===== config.mk =====
export PLATFORM = sky130hd
export DESIGN_NAME = key_scheduler
export DESIGN_NICKNAME = d
export VERILOG_FILES = /design/src/rtl/key_scheduler_pkg.sv /design/src/rtl/key_scheduler_subword.sv /design/src/rtl/key_scheduler.sv
export SDC_FILE = /design/constraint.sdc
export NUM_CORES = 1
export LEC_CHECK = 0
export ABC_AREA = 1
export BUFFER_PORTS_ARGS = -buffer_cell sky130_fd_sc_hd__buf_2
export CORE_ASPECT_RATIO = 1.75
export CORE_UTILIZATION = 55
export CTS_BUF_LIST = sky130_fd_sc_hd__clkbuf_8
export CTS_CLUSTER_DIAMETER = 120
export DETAILED_ROUTE_END_ITERATION = 16
export PLACE_DENSITY = 0.78
export SLEW_MARGIN = 0
export SYNTH_ARGS = -nofsm -noshare
export SYNTH_HDL_FRONTEND = slang
export SYNTH_SLANG_ARGS = --single-unit

===== constraint.sdc =====
create_clock -name clk -period 6.4 [get_ports clk]
set_input_delay 0.64 -clock clk [delete_from_list [all_inputs] [get_ports clk]]
set_output_delay 0.64 -clock clk [all_outputs]
set_load 0.05 [all_outputs]

===== src/rtl/key_scheduler_pkg.sv =====
// Shared definitions for the AES-128 key scheduler: FSM encoding, schedule
// geometry, Rcon constants and small word helpers.
package key_scheduler_pkg;

    typedef enum logic {
        IDLE   = 1'b0,
        EXPAND = 1'b1
    } state_e;

    localparam int NK          = 4;
    localparam int NR          = 10;
    localparam int TOTAL_WORDS = NK * (NR + 1);
    localparam int IDX_W       = 6;

    localparam logic [7:0] RCON_INIT = 8'h01;
    localparam logic [7:0] RCON_RED  = 8'h1B;

    // GF(2^8) multiply by x, reduced by the AES polynomial.
    function automatic logic [7:0] xtime(input logic [7:0] b);
        return {b[6:0], 1'b0} ^ (b[7] ? RCON_RED : 8'h00);
    endfunction

    function automatic logic [31:0] rot_word(input logic [31:0] w);
        return {w[23:0], w[31:24]};
    endfunction

endpackage


===== src/rtl/key_scheduler_subword.sv =====
// SubWord: four parallel AES S-box lanes, purely combinational.
module key_scheduler_subword (
    input  logic [31:0] word_i,
    output logic [31:0] word_o
);

    // Byte n of the table sits in bits [2047-8n -: 8].
    localparam logic [2047:0] SBOX_TAB = {
        128'h637c777bf26b6fc53001672bfed7ab76,
        128'hca82c97dfa5947f0add4a2af9ca472c0,
        128'hb7fd9326363ff7cc34a5e5f171d83115,
        128'h04c723c31896059a071280e2eb27b275,
        128'h09832c1a1b6e5aa0523bd6b329e32f84,
        128'h53d100ed20fcb15b6acbbe394a4c58cf,
        128'hd0efaafb434d338545f9027f503c9fa8,
        128'h51a3408f929d38f5bcb6da2110fff3d2,
        128'hcd0c13ec5f974417c4a77e3d645d1973,
        128'h60814fdc222a908846eeb814de5e0bdb,
        128'he0323a0a4906245cc2d3ac629195e479,
        128'he7c8376d8dd54ea96c56f4ea657aae08,
        128'hba78252e1ca6b4c6e8dd741f4bbd8b8a,
        128'h703eb5664803f60e613557b986c11d9e,
        128'he1f8981169d98e949b1e87e9ce5528df,
        128'h8ca1890dbfe6426841992d0fb054bb16
    };

    function automatic logic [7:0] sbox(input logic [7:0] b);
        logic [10:0] pos;
        pos = {~b, 3'b000};
        return SBOX_TAB[pos +: 8];
    endfunction

    assign word_o[31:24] = sbox(word_i[31:24]);
    assign word_o[23:16] = sbox(word_i[23:16]);
    assign word_o[15:8]  = sbox(word_i[15:8]);
    assign word_o[7:0]   = sbox(word_i[7:0]);

endmodule


===== src/rtl/key_scheduler.sv =====
// AES-128 key expansion, one word per clock over a 4-word sliding window;
// each completed group of four words is published as a round key.
module key_scheduler
    import key_scheduler_pkg::*;
(
    input  logic         clk,
    input  logic         rst_n,
    input  logic         start,
    input  logic [127:0] key_in,
    output logic         busy,
    output logic         rk_valid,
    output logic [3:0]   rk_round,
    output logic [127:0] rk_out,
    output logic         done
);

    localparam logic [IDX_W-1:0] LAST_IDX  = IDX_W'(TOTAL_WORDS - 1);
    localparam logic [IDX_W-1:0] FIRST_IDX = IDX_W'(NK);

    state_e             state_q, state_d;
    logic [31:0]        w_q [NK];
    logic [31:0]        w_d [NK];
    logic [IDX_W-1:0]   idx_q, idx_d;
    logic [7:0]         rcon_q, rcon_d;
    logic               rk_valid_q, rk_valid_d;
    logic               done_q, done_d;
    logic [3:0]         rk_round_q, rk_round_d;
    logic [127:0]       rk_out_q, rk_out_d;

    logic               start_ok;
    logic               last_word;
    logic [31:0]        sub_word;
    logic [31:0]        temp;
    logic [31:0]        new_word;

    assign start_ok  = start && (state_q == IDLE);
    assign last_word = (state_q == EXPAND) && (idx_q == LAST_IDX);

    key_scheduler_subword u_subword (
        .word_i (rot_word(w_q[NK-1])),
        .word_o (sub_word)
    );

    // w_q[0] is w[i-4], w_q[3] is w[i-1]; i mod 4 == 0 starts a new round.
    assign temp     = (idx_q[1:0] == 2'b00) ? (sub_word ^ {rcon_q, 24'h0}) : w_q[NK-1];
    assign new_word = w_q[0] ^ temp;

    // NOTE: state registers use non-blocking assignments so every flop samples
    // pre-edge values regardless of process evaluation order.
    always_ff @(posedge clk or negedge rst_n) begin
        if (!rst_n) begin
            state_q <= IDLE;
        end else begin
            state_q <= state_d;
        end
    end

    always_comb begin
        state_d = state_q;
        case (state_q)
            IDLE:    if (start) state_d = EXPAND;
            EXPAND:  if (idx_q == LAST_IDX) state_d = IDLE;
            default: state_d = IDLE;
        endcase
    end

    always_comb begin
        busy = (state_q == EXPAND);
    end

    // NOTE: every signal assigned here gets a default first, so no path
    // leaves a value unassigned and no latch is inferred.
    always_comb begin
        for (int j = 0; j < NK; j++) w_d[j] = w_q[j];
        idx_d      = idx_q;
        rcon_d     = rcon_q;
        rk_valid_d = 1'b0;
        done_d     = 1'b0;
        rk_round_d = rk_round_q;
        rk_out_d   = rk_out_q;

        if (start_ok) begin
            w_d[0]     = key_in[127:96];
            w_d[1]     = key_in[95:64];
            w_d[2]     = key_in[63:32];
            w_d[3]     = key_in[31:0];
            idx_d      = FIRST_IDX;
            rcon_d     = RCON_INIT;
            rk_valid_d = 1'b1;
            rk_round_d = 4'd0;
            rk_out_d   = key_in;
        end else if (state_q == EXPAND) begin
            w_d[0] = w_q[1];
            w_d[1] = w_q[2];
            w_d[2] = w_q[3];
            w_d[3] = new_word;
            idx_d  = idx_q + 1'b1;
            if (idx_q[1:0] == 2'b00) rcon_d = xtime(rcon_q);
            // Writing w[4r+3] completes round key r.
            if (idx_q[1:0] == 2'b11) begin
                rk_valid_d = 1'b1;
                rk_round_d = idx_q[5:2];
                rk_out_d   = {w_q[1], w_q[2], w_q[3], new_word};
            end
            done_d = last_word;
        end
    end

    // NOTE: the 4-entry window is small and architecturally visible, so it is
    // cleared on reset along with everything else.
    always_ff @(posedge clk or negedge rst_n) begin
        if (!rst_n) begin
            for (int j = 0; j < NK; j++) w_q[j] <= '0;
            idx_q      <= '0;
            rcon_q     <= RCON_INIT;
            rk_valid_q <= 1'b0;
            done_q     <= 1'b0;
            rk_round_q <= '0;
            rk_out_q   <= '0;
        end else begin
            for (int j = 0; j < NK; j++) w_q[j] <= w_d[j];
            idx_q      <= idx_d;
            rcon_q     <= rcon_d;
            rk_valid_q <= rk_valid_d;
            done_q     <= done_d;
            rk_round_q <= rk_round_d;
            rk_out_q   <= rk_out_d;
        end
    end

    assign rk_valid = rk_valid_q;
    assign done     = done_q;
    assign rk_round = rk_round_q;
    assign rk_out   = rk_out_q;

endmodule


==> out/qor.yml, run 1 <==
yosys:
  syn_nets: 3899
  ys_warn_count: 0
  yosys.area_share.adder_pct: 3.32
  synth_top_family_by_area: "simple AND/OR/NAND/NOR gates"
  async_flop_share_pct: 100
  synthMuxAreaShare_pct: 2.79
  synth_compound_area_share_pct: 15.6
  synthCells: 3706
  synth_edf_count: 0
  syn_area_um2: 23300
  synth-xor-area-share_pct: 0.113
  synth_seq_cells: 277
  yosysSeqAreaShare_pct: 29.7
  synthFlopType: "dfrtp_1"
  yosys.area_share.simple_pct: 40.2
  yosysUniqueCellTypes: 37
  syn_area_per_cell_um2: 6.30
placement:
  finalWeightedCongestion: 1.17
  port_buffers: 265
  placed_cell_area_um2: 24600
  hpwlAfterDp_um: 88300
clock_tree:
  numCtsBuffers: 41
  postCtsResizedCells: 0
  h-tree-depth: 2
  cts.sink_count: 277
  ctsHoldBuffers: 0
  cts_root_buf: "clkbuf_8"
  clk_path_buf_depth: 3
  postCtsSetupRepairBufs: 0
floorplanning:
  dieHeight_um: 275
  num_rows: 99
  start_util_pct: 55.9
  num_io_pins: 266
  die_w_um: 158
global_route:
  overflow: 87
  grt_usage_pct: 67.2
  grt_pass1_wl_um: 212000
  grt_pass1_vias: 31100
  grt_max_degree: 230
status:
  firstError: "[ERROR GRT-0116] Global routing finished with congestion. Check the congestion regions in the DRC Viewer."
  status: "did not finish"
  lastStage: "global routing (5_1_grt)"
==> synthesized netlist by cell type, drive strengths merged, types with 3 or more instances <==
master / n / share of area (%)
a21oi: 95 / 2.0
a31oi: 13 / 0.35
buf: 134 / 2.9
clkbuf: 133 / 2.1
clkinv: 8 / 0.13
dfrtp: 276 / 30
ha: 62 / 3.3
inv: 194 / 3.1
mux2i: 65 / 2.8
nand2: 1117 / 18
nand3: 805 / 17
nand3b: 13 / 0.42
nand4: 16 / 0.43
nor2: 178 / 2.9
nor3: 5 / 0.11
o211ai: 96 / 3.1
o21ai: 414 / 8.9
o221ai: 5 / 0.19
o22ai: 25 / 0.67
o31ai: 6 / 0.19
or2: 36 / 0.96
xnor2: 3 / 0.11
==> logic make-up after synthesis <==
group,Yosys count
flops,277
buf+inv,469
fa+ha+maj,62
compound gates,659
mux,65
simple gates,2171
xor+xnor,3
==> stage by stage <==
stage,cells,worst slack (ns),hold WS [ns]
after CTS,4382,2.79,0.0975
after detailed placement,4309,2.83,0.462
after global placement,4309,2.83,0.458
after floorplan,3706,3.83,0.344
==> layer usage <==
| layer | global-route usage (%) | overflow |
|---|---|---|
| met5 | 7.14 | 0 |
| met4 | 68.8 | 35 |
| met3 | 43.8 | 4 |
| met2 | 88.8 | 48 |
| met1 | 67.9 | 0 |
==> inputs of run 2 (changes only) <==
--- a/config.mk
+++ b/config.mk
@@ -7,12 +7,9 @@
 export LEC_CHECK = 0
 export ABC_AREA = 1
 export BUFFER_PORTS_ARGS = -buffer_cell sky130_fd_sc_hd__buf_2
-export CORE_ASPECT_RATIO = 1.75
-export CORE_UTILIZATION = 55
-export CTS_BUF_LIST = sky130_fd_sc_hd__clkbuf_8
-export CTS_CLUSTER_DIAMETER = 120
+export CORE_UTILIZATION = 40
 export DETAILED_ROUTE_END_ITERATION = 16
-export PLACE_DENSITY = 0.78
+export PLACE_DENSITY_LB_ADDON = 0.15
 export SLEW_MARGIN = 0
 export SYNTH_ARGS = -nofsm -noshare
 export SYNTH_HDL_FRONTEND = slang
==> run 2 against run 1 <==
The flow now finishes without violations; synthesized area unchanged; synthesized cell count unchanged.
==> out/qor.yml, run 2 <==
yosys:
  async_flop_share_pct: 100  # unchanged
  synthMuxAreaShare_pct: 2.79  # unchanged
  yosys.area_share.adder_pct: 3.32  # unchanged
  yosys.area_share.simple_pct: 40.2  # unchanged
  synthTopCellsByArea: "dfrtp_1 (30%), nand2_1 (18%), nand3_1 (17%)"
  yosysTopAreaCell: "dfrtp_1"
  synth_top_family_by_area: "simple AND/OR/NAND/NOR gates"
  synth-xor-area-share_pct: 0.113  # unchanged
  syn_nets: 3899  # unchanged
  synth_top_area_share_pct: 29.6  # unchanged
  synth_edf_count: 0  # unchanged
  syn_area_um2: 23300  # unchanged
  syn_area_per_cell_um2: 6.30  # unchanged
  synth_seq_cells: 277  # unchanged
  synthCells: 3706  # unchanged
  synth.most_common_cell: "nand2_1"
  synth_top_cells_by_count: "nand2_1 (1113), nand3_1 (804), o21ai_0 (405)"
  yosysSeqAreaShare_pct: 29.7  # unchanged
  yosysUniqueCellTypes: 37  # unchanged
  synth_compound_area_share_pct: 15.6  # unchanged
  synthFlopType: "dfrtp_1"
  ys_warn_count: 0  # unchanged
layout:
  fillers: 6231
  area_growth_pct: 11.0
  final_cell_mix: "nand2_1 (1113), nand3_1 (804), o21ai_0 (405), dfrtp_1 (272), buf_2 (264)"
  nNetsFinal: 3983
  drive_gt1_share_pct: 11.3
  multiInputGateArea_um2: 14500
  seqCellArea_um2: 6940
  final_common_cell: "nand2_1"
global_route:
  grt_usage_pct: 37.0
  antenna_found_initial: 8
  grt_max_degree: 230
  overflow: 0
  grt_pass1_vias: 26000
  grt_pass1_wl_um: 169000
sta:
  rsz0062_at_grt: "false"
  finClkSkew_ns: 0.0237
  tns_ns: 0
  tightest_slew_ns: 1.14
  slew_viol_final: 0
  fin_crit_sh_pct: 61.6
  finalHoldViolCount: 0
  setup_viol: 0
  fmax_mhz: 254
  relSlewSlack_pct: 24.3
  finalCriticalPeriod_ns: 3.94
route:
  routedWlPerCell_um: 24.6
  ant_nets: 0
  first_iter_violations: 4657
  vias: 27900
  finalWirelength_um: 113000
  drcViolationCount: 0
  vias_per_cell: 6.10
  first_pass_iters: 11
clock_tree:
  numCtsBuffers: 31  # -24%
  postCtsResizedCells: 0  # unchanged
  cts.sink_count: 277  # unchanged
  h-tree-depth: 1  # -1
  clk_pin_slew_ns: 0.06
  ctsHoldBuffers: 0  # unchanged
  cts_tree: "yes"
  postCtsSetupRepairBufs: 0  # unchanged
  clock_latency_ns: 0.60
  clk_path_buf_depth: 3  # unchanged
  cts_root_buf: "clkbuf_16"
worst_setup_path:
  critPathKind: "flop to flop"
  crit_arrival_ns: 4.41
  required_ns: 6.86
  end_kind: "flop"
  cp_max_fo: 12
  cp-start-kind: "flop"
floorplanning:
  start_util_pct: 40.5  # -15 points
  num_rows: 88  # -11%
  die_w_um: 244  # +54%
  dieArea_um2: 59300
  core-area_um2: 57700
  dieHeight_um: 244  # -11%
  num_io_pins: 266  # unchanged
placement:
  port_buffers: 265  # unchanged
  hpwlAfterDp_um: 80500  # -8.8%
  finalWeightedCongestion: 1.08  # -7.3%
worst_hold_path:
  hp-class: "input port to async pin"
job:
  cap_viol_max_count: 0
status:
  status: "finished, final reports clean"
-- run 2: cell counts after synthesis --
Identical to the previous run, type by type.
-- run 2: path summary, 6_finish.rpt --
| path | start | to | slack, ns | depth (start not counted) |
|---|---|---|---|---|
| max in group asynchronous | rst_n | w_q[14]$_DFFE_PN0P_ | 5.04 | 2 |
| setup reg to reg | w_q[16]$_DFFE_PN0P_ | rk_out[30]$_DFFE_PN0P_ | 2.46 | 19 |
| hold / removal | rst_n | rk_out[55]$_DFFE_PN0P_ | 0.03 | 1 |
| min in group clk | key_in[73] | rk_out[73]$_DFFE_PN0P_ | 0.35 | 3 |
| setup / recovery | w_q[16]$_DFFE_PN0P_ | rk_out[30]$_DFFE_PN0P_ | 2.46 | 19 |
| hold reg to reg | rk_out[16]$_DFFE_PN0P_ | rk_out[16]$_DFFE_PN0P_ | 0.47 | 2 |
-- run 2: stage by stage --
step,utilization (%),hold WS [ns],instances,cell area (um^2),worst slack [ns]
after detailed placement,43.2,0.460,4522,24900,2.67
final,44.9,0.0301,4577,25900,2.46
after CTS,44.9,0.0426,4576,25900,2.61
after global placement,43.2,0.459,4522,24900,2.56
after floorplan,-,0.344,3706,23300,3.83
after global routing,44.9,0.0733,4577,25900,2.22
-- run 2: final cells by class --
type	instances	area share, %
Multi-Input combinational cell	2960	56.0
Sequential cell	277	26.8
Timing Repair Buffer	318	6.79
Tap cell	765	3.70
Clock buffer	45	3.43
Inverter	202	2.94
Clock inverter	9	0.382
Antenna cell	1	0.00966
-- run 2: cell families after synthesis --
family                     after synthesis
and+or+nand+nor                       2171
buffers and inverters                  469
DFF                                    277
muxes                                   65
AOI/OAI and AO/OA                      659
adders and majority gates               62
xor gates and xnor gates                 3
-- run 2: routing by layer --
metal	vias to the layer above	wire, um	track usage, %
met5	-	84	0
met4	12	4480	12.1
met3	336	14200	9.52
met2	1974	45900	53.0
li1	12700	-	-
met1	12900	47900	53.5
-- run 2: worst max-delay path, cell delays in order, from the launching register on --
cell	delay, ns
dfrtp_1	0.33
buf_4	0.23
clkinv_1	0.44
ha_1	0.59
nand2_1	0.52
inv_1	0.11
nor2_1	0.41
nor2_1	0.07
nand2_1	0.09
nand2_1	0.08
nand2_1	0.07
nand3_1	0.08
nand2_1	0.09
nand2_1	0.09
nand3_1	0.09
nand3_1	0.10
nand3_1	0.10
nand3_1	0.11
nand3_1	0.12
nand2_1	0.07
Power of run 2 is not shown: default switching activity piles up to over one toggle a cycle in this logic, so the estimate is an artifact.
==> inputs of run 3 (changes only) <==
==> constraint.sdc (replaced) <==
create_clock -name clk -period 3.5 [get_ports clk]
set_input_delay 0.35 -clock clk [delete_from_list [all_inputs] [get_ports clk]]
set_output_delay 0.35 -clock clk [all_outputs]
set_load 0.05 [all_outputs]
==> run 3 against run 2 <==
Hold slack improved by 0.021 ns; first-iteration DRC count fell by 11%; clock skew fell by 0.0050 ns; flip-flop and latch count did not move; non-clock buffer count rose by 113; critical path depth fell by 4; via count rose by 2.7%; largest cell class unchanged; die area did not move; setup slack got worse by 2.2 ns; final cell count rose by 2.6%.
==> out/qor.yml, run 3 (synthesized netlist as in run 2, its figures left out) <==
clock_tree:
  clock_latency_ns: 0.62  # +0.02 ns
  postCtsResizedCells: 0  # unchanged
  cts_tree: "yes"
  ctsHoldBuffers: 1  # +1
  h-tree-depth: 1  # unchanged
  numCtsBuffers: 31  # unchanged
  cts_root_buf: "clkbuf_16"
  cts.sink_count: 277  # unchanged
  clk_path_buf_depth: 3  # unchanged
  clk_pin_slew_ns: 0.06  # about the same
  postCtsSetupRepairBufs: 0  # unchanged
floorplanning:
  core-area_um2: 57700  # unchanged
  dieArea_um2: 59300  # unchanged
  die_w_um: 244  # unchanged
  start_util_pct: 40.5  # unchanged
  num_io_pins: 266  # unchanged
  num_rows: 88  # unchanged
  dieHeight_um: 244  # unchanged
global_route:
  grt_pass1_wl_um: 176000  # +4.3%
  grt_pass1_vias: 26800  # +3.1%
  grt_max_degree: 230  # unchanged
  grt_usage_pct: 38.8  # +1.8 points
  overflow: 0  # unchanged
  antenna_found_initial: 7  # -1
route:
  vias: 28700  # +2.7%
  first_pass_iters: 7  # -4
  vias_per_cell: 6.11  # +0.17%
  first_iter_violations: 4155  # -11%
  finalWirelength_um: 118000  # +4.5%
  routedWlPerCell_um: 25.1  # +1.9%
  ant_nets: 0  # unchanged
  drcViolationCount: 0  # unchanged
layout:
  multiInputGateArea_um2: 14500  # unchanged
  drive_gt1_share_pct: 14.1  # +2.8 points
  final_common_cell: "nand2_1"
  seqCellArea_um2: 6940  # unchanged
  fillers: 6188  # -0.69%
  nNetsFinal: 4096  # +2.8%
  area_growth_pct: 16.3
  final_cell_mix: "nand2_1 (1113), nand3_1 (804), o21ai_0 (405), dfrtp_1 (272), buf_2 (264)"
sta:
  rsz0062_at_grt: "false"
  finalHoldViolCount: 0  # unchanged
  fin_crit_sh_pct: 92.7  # +31 points
  fin_ws_ns: 0.257  # -2.20 ns
  tightest_slew_ns: 1.14  # +0.000931 ns
  finalCriticalPeriod_ns: 3.24  # -0.701 ns
  slew_viol_final: 0  # unchanged
  worst_hold_slack_ns: 0.0508  # +0.0207 ns
  relSlewSlack_pct: 24.2  # -0.062 points
  finClkSkew_ns: 0.0187  # -0.00504 ns
  setup_viol: 0  # unchanged
  tns_ns: 0  # unchanged
  fmax_mhz: 308  # +22%
worst_setup_path:
  cp_max_fo: 13  # +1
  crit_arrival_ns: 3.75  # -0.66 ns
  worstReg2RegStart: "w_q[8]$_DFFE_PN0P_"
  reg2reg_slack_ns: 0.26  # -2.20 ns
  end_kind: "flop"
  ff2ff_path_depth: 15  # -4
  regToRegEndpoint: "rk_out[22]$_DFFE_PN0P_"
  required_ns: 4.00  # -2.86 ns
  cp-start-kind: "flop"
  critPathKind: "flop to flop"
status:
  status: "finished, final reports clean"
worst_hold_path:
  min_path_cells: 3
  hp-class: "input port to flop"
  hp-start: "key_in[96]"
  min_to: "w_q[96]$_DFFE_PN0P_"
placement:
  port_buffers: 265  # unchanged
  pre_cts_ws_ns: 0.385  # -2.29 ns
  hpwlAfterDp_um: 87200  # +8.4%
  finalWeightedCongestion: 1.08  # -0.52%
job:
  cap_viol_max_count: 0  # unchanged
run 3: cell types whose count changed in the layout (fill, tap and decap cells not counted), sizes merged:
cell / before / now
clkbuf: 45 / 41
buf: 318 / 430
bufinv: 1 / 6
dlygate4sd3: 0 / 1
clkinvlp: 0 / 2
clkinv: 14 / 15
run 3: cell type report:
cell class	instances	area share, %
Multi-Input combinational cell	2960	53.4
Sequential cell	277	25.6
Timing Repair Buffer	431	10.4
Tap cell	765	3.53
Clock buffer	41	3.29
Inverter	202	2.80
Clock inverter	17	0.991
Antenna cell	1	0.00922
run 3: worst max-delay path, stage by stage (launching register included):
cell,delay [ns]
dfrtp_1,0.72
inv_1,0.13
buf_4,0.22
ha_1,0.23
inv_1,0.10
nand2_1,0.20
inv_1,0.19
o21ai_0,0.13
o21ai_0,0.24
nand3_1,0.12
nand3_1,0.10
nand3_1,0.29
nand3_1,0.18
nand3_1,0.12
nand3_1,0.09
nand2_1,0.06
run 3: layer usage:
| layer | up-vias | track usage, % | part of all wire [%] |
|---|---|---|---|
| met2 | 1994 | 55.8 | 41 |
| met5 | - | 0 | 0.061 |
| li1 | 12900 | - | - |
| met1 | 13500 | 56.1 | 42 |
| met4 | 12 | 13.0 | 3.8 |
| met3 | 306 | 9.56 | 13 |
run 3: per-stage QoR:
stage	std cells	cell area, um^2	util, %
floorplan	3706	23300	-
global placement	4634	26000	45.0
detailed placement	4634	26000	45.0
CTS	4693	27100	47.0
global route	4694	27100	47.0
finish	4694	27100	47.0
run 3: worst max path at each step:
stage / slack, ns / start / depth (start not counted) / endpoint
global placement: 0.37 / w_q[8]$_DFFE_PN0P_ / 16 / rk_out[20]$_DFFE_PN0P_
floorplan: 0.93 / w_q[16]$_DFFE_PN0P_ / 18 / w_q[31]$_DFFE_PN0P_
detailed placement: 0.39 / w_q[8]$_DFFE_PN0P_ / 16 / rk_out[21]$_DFFE_PN0P_
CTS: 0.38 / w_q[9]$_DFFE_PN0P_ / 16 / rk_out[21]$_DFFE_PN0P_
global route: 0.14 / w_q[8]$_DFFE_PN0P_ / 17 / rk_out[21]$_DFFE_PN0P_
finish: 0.26 / w_q[8]$_DFFE_PN0P_ / 15 / rk_out[22]$_DFFE_PN0P_
Power of run 3 is left out for the same reason.
